$ cat src/rtl/qoi_axis_frame_arbiter.sv
// Two-port frame-locked round-robin arbiter sharing one 32-bit AXI-stream output.
// Latency: 1 cycle input-to-output; one idle arbitration cycle between frames.
// Backpressure: granted port's tready = ~o_tvalid | o_tready; the other port sees tready = 0.
//
// Ports:
//   clk, rst                                  clock and async active-high reset
//   i0_* / i1_*  (tvalid/tready/tdata/tkeep/tlast) requester AXI-stream slaves
//   o_*          (tvalid/tready/tdata/tkeep/tlast) shared AXI-stream master, o_src = beat origin
//   o_frame_done/o_frame_src/o_frame_bytes     one-cycle report per finished output frame
module qoi_axis_frame_arbiter #(
    parameter bit INIT_PRIO = 1'b0,
    parameter int CNT_W     = 32
) (
    input  logic             clk,
    input  logic             rst,
    output logic             i0_tready,
    input  logic             i0_tvalid,
    input  logic [31:0]      i0_tdata,
    input  logic [3:0]       i0_tkeep,
    input  logic             i0_tlast,
    output logic             i1_tready,
    input  logic             i1_tvalid,
    input  logic [31:0]      i1_tdata,
    input  logic [3:0]       i1_tkeep,
    input  logic             i1_tlast,
    input  logic             o_tready,
    output logic             o_tvalid,
    output logic [31:0]      o_tdata,
    output logic [3:0]       o_tkeep,
    output logic             o_tlast,
    output logic             o_src,
    output logic             o_frame_done,
    output logic             o_frame_src,
    output logic [CNT_W-1:0] o_frame_bytes
);

    typedef enum logic [1:0] {
        ST_IDLE  = 2'd0,
        ST_BUSY0 = 2'd1,
        ST_BUSY1 = 2'd2
    } state_t;

    state_t             state_q, state_d;
    logic               pref_q, pref_d;

    logic               o_tvalid_q;
    logic [31:0]        o_tdata_q;
    logic [3:0]         o_tkeep_q;
    logic               o_tlast_q;
    logic               o_src_q;

    logic               frame_done_q;
    logic               frame_src_q;
    logic [CNT_W-1:0]   frame_bytes_q;
    logic [CNT_W-1:0]   acc_q;

    logic               out_free;
    logic               in_acc0, in_acc1, in_acc;
    logic [31:0]        sel_data;
    logic [3:0]         sel_keep;
    logic               sel_last;
    logic               out_hs;
    logic [2:0]         beat_bytes;
    logic [CNT_W-1:0]   acc_sum;

    // The output register can take a new beat when empty or draining this cycle.
    assign out_free = ~o_tvalid_q | o_tready;

    assign in_acc0 = (state_q == ST_BUSY0) & i0_tvalid & out_free;
    assign in_acc1 = (state_q == ST_BUSY1) & i1_tvalid & out_free;
    assign in_acc  = in_acc0 | in_acc1;

    assign sel_data = in_acc1 ? i1_tdata : i0_tdata;
    assign sel_keep = in_acc1 ? i1_tkeep : i0_tkeep;
    assign sel_last = in_acc1 ? i1_tlast : i0_tlast;

    always_comb begin
        state_d   = state_q;
        pref_d    = pref_q;
        i0_tready = 1'b0;
        i1_tready = 1'b0;
        case (state_q)
            ST_IDLE: begin
                // Arbitration cycle: no data accepted, only the grant decision.
                if (i0_tvalid && i1_tvalid) begin
                    state_d = pref_q ? ST_BUSY1 : ST_BUSY0;
                end else if (i0_tvalid) begin
                    state_d = ST_BUSY0;
                end else if (i1_tvalid) begin
                    state_d = ST_BUSY1;
                end
            end
            ST_BUSY0: begin
                i0_tready = out_free;
                if (in_acc0 && i0_tlast) begin
                    state_d = ST_IDLE;
                    pref_d  = 1'b1;
                end
            end
            ST_BUSY1: begin
                i1_tready = out_free;
                if (in_acc1 && i1_tlast) begin
                    state_d = ST_IDLE;
                    pref_d  = 1'b0;
                end
            end
            default: state_d = ST_IDLE;
        endcase
    end

    always_ff @(posedge clk or posedge rst) begin
        if (rst) begin
            state_q <= ST_IDLE;
            pref_q  <= INIT_PRIO;
        end else begin
            state_q <= state_d;
            pref_q  <= pref_d;
        end
    end

    // Output stage: fields only change on a load, so they stay put while stalled.
    always_ff @(posedge clk or posedge rst) begin
        if (rst) begin
            o_tvalid_q <= 1'b0;
            o_tdata_q  <= '0;
            o_tkeep_q  <= '0;
            o_tlast_q  <= 1'b0;
            o_src_q    <= 1'b0;
        end else if (in_acc) begin
            o_tvalid_q <= 1'b1;
            o_tdata_q  <= sel_data;
            o_tkeep_q  <= sel_keep;
            o_tlast_q  <= sel_last;
            o_src_q    <= in_acc1;
        end else if (o_tready) begin
            o_tvalid_q <= 1'b0;
        end
    end

    // Bytes are counted as they leave, so the report matches what the sink saw.
    assign out_hs     = o_tvalid_q & o_tready;
    assign beat_bytes = 3'(o_tkeep_q[0]) + 3'(o_tkeep_q[1]) + 3'(o_tkeep_q[2]) + 3'(o_tkeep_q[3]);
    assign acc_sum    = acc_q + CNT_W'(beat_bytes);

    always_ff @(posedge clk or posedge rst) begin
        if (rst) begin
            acc_q         <= '0;
            frame_done_q  <= 1'b0;
            frame_src_q   <= 1'b0;
            frame_bytes_q <= '0;
        end else begin
            frame_done_q <= out_hs & o_tlast_q;
            if (out_hs) begin
                if (o_tlast_q) begin
                    frame_bytes_q <= acc_sum;
                    frame_src_q   <= o_src_q;
                    acc_q         <= '0;
                end else begin
                    acc_q <= acc_sum;
                end
            end
        end
    end

    assign o_tvalid      = o_tvalid_q;
    assign o_tdata       = o_tdata_q;
    assign o_tkeep       = o_tkeep_q;
    assign o_tlast       = o_tlast_q;
    assign o_src         = o_src_q;
    assign o_frame_done  = frame_done_q;
    assign o_frame_src   = frame_src_q;
    assign o_frame_bytes = frame_bytes_q;

endmodule

$ cat config.mk
export PLATFORM = sky130hd
export DESIGN_NAME = qoi_axis_frame_arbiter
export DESIGN_NICKNAME = d
export VERILOG_FILES = /design/src/rtl/qoi_axis_frame_arbiter.sv
export SDC_FILE = /design/constraint.sdc
export NUM_CORES = 1
export LEC_CHECK = 0
export CORE_ASPECT_RATIO = 0.75
export CORE_MARGIN = 2
export CORE_UTILIZATION = 50
export CTS_CLUSTER_DIAMETER = 150
export CTS_CLUSTER_SIZE = 30
export DETAILED_ROUTE_END_ITERATION = 6
export PLACE_DENSITY = 0.83
export SETUP_SLACK_MARGIN = 0.5
export SLEW_MARGIN = 20
export SYNTH_ARGS = -nofsm -noshare
export SYNTH_HDL_FRONTEND = slang
export SYNTH_SLANG_ARGS = --single-unit
$ cat constraint.sdc
create_clock -name clk -period 9.1 [get_ports clk]
set_clock_uncertainty 0.1 [all_clocks]
set_input_delay 2.275 -clock clk [delete_from_list [all_inputs] [get_ports clk]]
set_output_delay 2.275 -clock clk [all_outputs]
set_load 0.01 [all_outputs]
* Word level (Yosys, flattened, before mapping) *
Cells that the tools add are included.

word-level totals
  bits in registers = 108
  input bits = 79
  logic and storage cells = 56

cells by class
  $add $sub $neg = 4
  eq/ne operators = 5
  muxes and demuxes = 18
  bitwise gates (word level) = 9
  reductions and logical operators = 9

operators by type and width
  operator            number
  $mux 32             2
  $add 32x3->32       1
  $mux 2              6
  $mux 1              7
  $and 1x1->1         6
  $pmux 2 s3          1
  $reduce_and 3->1    2
  $mux 4              1
  $ne 2x1->1 const B  2
  $ne 4x4->1 const B  1
  $reduce_bool 2->1   2
  $add 2x1->3         1
  $add 3x1->3         1
  $logic_and 1x1->1   3
  $add 1x1->2         1
  $eq 2x1->1 const B  1
  $eq 2x2->1 const B  1
  $logic_not 2->1     1
  $or 1x1->1          2
  $pmux 1 s2          1
  $reduce_and 2->1    1
  $not 1->1           1

* Depth between registers and ports, before layout *
  depth in word-level cells = 6
  gate-level depth with buffers = 11
  gate-level depth less buffers = 10

* Least setup slack after synthesis *
Ideal clock, no wire load.

  kind = input port to output port
  start point = input o_tready
  end point = output i0_tready
  data arrival time = 2689 ps
  required time = 6725 ps
  path slack = 4036 ps
  cell stages on the path = 2
  buffers on the path = 0
  path through = nor2b_1 > nor3b_1

on the way
  cells in the longest elaborated chain, start to end = 2

RTL lines
  what                RTL line  text
  start: declaration  26        input logic o_tready,
  $or 1x1->1          67        assign out_free = ~o_tvalid_q | o_tready;
  $mux 1              82        case (state_q)
  end: declaration    16        output logic i0_tready,

No other way between the ends.

* Worst setup path in the final report *
  start point = input o_tready
  end point = output i1_tready

on the way
  cells in the longest elaborated chain, start to end = 2

RTL lines
  what              RTL line  text
  $or 1x1->1        67
  $mux 1            82
  end: declaration  21        output logic i1_tready,

No other way between the ends.

==> impl_metrics.env <==
export IMPL_cts_tree="done"
export IMPL_layout_drive_gt1_share_pct=6.39
export IMPL_rsz0062_at_grt="no"
export IMPL_gp_congestion=0.814
export IMPL_wl_um=14000
export IMPL_cts_sinks=108
export IMPL_first_iter_violations=384
export IMPL_clock_latency_ps=350
export IMPL_final_nets=814
export IMPL_wl_met3_um=1020
export IMPL_root_buffer="clkbuf_16"
export IMPL_muxShareOfSynthArea_pct=0.411
export IMPL_status="finished clean"
export IMPL_setup_viol=0
export IMPL_path_max_fanout=4
export IMPL_wl_per_cell_um=16.0
export IMPL_highest_layer="met4"
export IMPL_syn_to_final_growth_pct=34.0
export IMPL_clockBufferDepth=2
export IMPL_cts_hold_fix_buffers=0
export IMPL_pwr_share_clk_pct=21.6
export IMPL_numCtsBuffers=9
export IMPL_hp_class="flop to flop"
export IMPL_synth_warnings=0
export IMPL_met1Wirelength_um=5890
export IMPL_grtUsageTotal_pct=24.7
export IMPL_route_detailed_drc=0
export IMPL_synth_xor_area_share_pct=4.80
export IMPL_path_buf_inv=2
export IMPL_diodes=0
export IMPL_fill_cells=825
export IMPL_grt_pass1_wl_um=23700
export IMPL_leakagePower_uw=0.00305
export IMPL_power_density_mw_per_mm2=249
export IMPL_dieArea_mm2=0.0118
export IMPL_grt_start_max_net_pins=79
export IMPL_yosys_area_share_simple_pct=22.2
export IMPL_drtPass1Iterations=5
export IMPL_antenna_left=0
export IMPL_cpMostUsedCell="clkdlybuf4s50_1"
export IMPL_critical_path_class="primary input to output port"
export IMPL_p_sw_uw=654
export IMPL_peakVddDrop_v=0.000153
export IMPL_std_cell_rows=33
export IMPL_yosys_area_share_adder_pct=1.32
export IMPL_min_period_over_period_pct=68.9
export IMPL_fin_crit_ps=6270
export IMPL_fp_coreArea_mm2=0.0108
export IMPL_arrival_ps=3900
export IMPL_io_pins=154
export IMPL_synth_area_mm2=0.00548
export IMPL_h_tree_depth=3
export IMPL_final_util_pct=67.8
export IMPL_reg2reg_slack_ps=5630
export IMPL_ys_seq_area_share_pct=49.3
export IMPL_die_h_um=94.6
export IMPL_drv_slew=0
export IMPL_cp_top_family="buffers and inverters"
export IMPL_dr_wl_met2_um=6810
export IMPL_gr_total_overflow=0
export IMPL_start_kind="primary input"
export IMPL_vias_per_cell=5.65
export IMPL_switching_share_pct=35.8
export IMPL_end_kind="output port"
export IMPL_slowest_delay_ps=630
export IMPL_tns_ps=0
export IMPL_timing_hold_ws_ps=385
export IMPL_synth_avg_cell_area_um2=9.02
export IMPL_synthDistinctLibCells=53
export IMPL_worst_endpoint_required_ps=6730
export IMPL_synth_top_family_by_area="simple AND/OR/NAND/NOR gates"
export IMPL_power_frac_comb_pct=40.8
export IMPL_slowest_stage="clkdlybuf4s50_1"
export IMPL_ctsResizeCount=0
export IMPL_crit_chain="clkdlybuf4s50_1, nor2b_1, nor3b_1, clkdlybuf4s50_1"
export IMPL_syn_num_nets=690
export IMPL_syn_inst=607
export IMPL_hold_violations=0
export IMPL_p_int_uw=1170
export IMPL_place_hpwl_um=9950
export IMPL_antenna_found_initial=0
export IMPL_die_x_um=125
export IMPL_port_buffers=153
export IMPL_synth_edf_count=0
export IMPL_maxCapViolations=0
export IMPL_slew_headroom_pct=35.0
export IMPL_tightest_slew_ps=975
export IMPL_ys_seq_elements=108
export IMPL_fmax_mhz=159
export IMPL_postCtsSetupBuffers=0
export IMPL_ys_async_sr_fraction_pct=100
export IMPL_power_frac_seq_pct=37.6
export IMPL_finalPower_uw=1830
export IMPL_synth_compound_area_share_pct=17.4
export IMPL_grt_pass1_vias=4956
export IMPL_synthFlopType="dfrtp_1"
export IMPL_vias=4950
export IMPL_initial_core_util_pct=50.6
export IMPL_cts_reportedPaths_clkPinSlew_ps=70
[through the flow]
stage | instance area, um^2 | worst slack [ps] | cells
floorplan | 5480 | 3880 | 607
global placement | 7030 | 2980 | 860
detailed placement | 7030 | 2960 | 860
CTS | 7330 | 2940 | 876
global route | 7340 | 2710 | 876
finish | 7340 | 2830 | 876
[state kept, by name, summed over array words and instances (netlist names)]
register       cells
o_tvalid           1
state_q            2
o_tdata           32
o_src              1
o_tlast            1
o_frame_src        1
o_frame_bytes     32
o_tkeep            4
acc_q             32
o_frame_done       1
pref_q             1
[Yosys cell counts (2+ instances only)]
| cell | number | area, um^2 |
|---|---|---|
| a21o_1 | 2 | 15.0 |
| a21oi_1 | 6 | 30.0 |
| a22o_1 | 3 | 26.3 |
| a31oi_1 | 47 | 294 |
| and3_1 | 6 | 37.5 |
| and4_1 | 6 | 52.6 |
| buf_1 | 2 | 7.51 |
| buf_2 | 16 | 80.1 |
| buf_4 | 2 | 15.0 |
| clkbuf_1 | 21 | 78.8 |
| clkbuf_2 | 3 | 15.0 |
| dfrtp_1 | 108 | 2700 |
| fa_1 | 3 | 60.1 |
| inv_1 | 11 | 41.3 |
| mux2_2 | 2 | 22.5 |
| nand2_1 | 136 | 510 |
| nand2b_1 | 3 | 18.8 |
| nand3_1 | 16 | 80.1 |
| nand3_2 | 3 | 30.0 |
| nand4_1 | 6 | 37.5 |
| nand4_4 | 2 | 42.5 |
| nor2_1 | 50 | 188 |
| nor2b_1 | 3 | 18.8 |
| nor3_1 | 4 | 20.0 |
| nor3_2 | 2 | 20.0 |
| nor3b_1 | 4 | 30.0 |
| nor4_1 | 2 | 12.5 |
| nor4_4 | 2 | 42.5 |
| o21ai_0 | 63 | 315 |
| o21ai_1 | 5 | 25.0 |
| o21ai_2 | 4 | 35.0 |
| o31ai_1 | 15 | 113 |
| xnor2_1 | 16 | 140 |
| xor2_1 | 14 | 123 |
[path summary, 6_finish.rpt]
kind,start,endpoint,cells after the start
setup / recovery,o_tready,i1_tready,4
hold / removal,o_frame_bytes[26]$_DFFE_PP0P_,o_frame_bytes[26]$_DFFE_PP0P_,2
setup reg to reg,o_tkeep[0]$_DFFE_PP0P_,acc_q[26]$_DFFE_PP0P_,10
hold reg to reg,o_frame_bytes[26]$_DFFE_PP0P_,o_frame_bytes[26]$_DFFE_PP0P_,2
max in group asynchronous,rst,o_frame_bytes[31]$_DFFE_PP0P_,3
min in group asynchronous,rst,o_tdata[0]$_DFFE_PP0P_,2
[layout by cell type, fill, tap and decap left out, types with 9 or more instances in the layout]
cell / count
a31oi_1: 47
inv_1: 10
clkdlybuf4s50_1: 153
dfrtp_1: 108
o31ai_1: 15
xor2_1: 14
nor2_1: 50
nand2_1: 134
xnor2_1: 16
nand3_1: 16
clkbuf_16: 9
o21ai_0: 63
[logic make-up (layout without fill, tap and decap cells)]
logic type	after synthesis	count (layout)
fa+ha+maj	4	4
buf+inv	56	185
flops	108	108
compound gates	154	154
xor+xnor	30	30
simple gates	253	253
mux	2	2
[final cells by class]
class	instances	area [um^2]	share of cell area [%]
inverter	11	43.8	0.597
timing repair buffer	158	1570	21.4
clock inverter	7	75.1	1.02
sequential	108	2700	36.8
tap	140	175	2.39
multi-input combinational	443	2550	34.7
clock buffer	9	225	3.07
[metal layers]
metal,track usage [%],up-vias
li1,-,2349
met1,30.6,2398
met2,41.3,178
met3,7.48,25
met4,9.81,0
met5,0,-
[power by group through the flow]
| stage | Clock [uW] | Combinational, uW | Sequential (uW) |
|---|---|---|---|
| floorplan | 0 | 359 | 719 |
| global placement | 0 | 720 | 687 |
| detailed placement | 0 | 746 | 693 |
| CTS | 404 | 751 | 687 |
| global route | 421 | 816 | 703 |
| finish | 394 | 746 | 687 |
[worst min-delay path, delay by kind of cell, from the launching register on]
kind	cells	cell delay [ps]
simple gates	1	60
compound gates	1	50
flops	1	350
(Power assumes the default switching activity.)
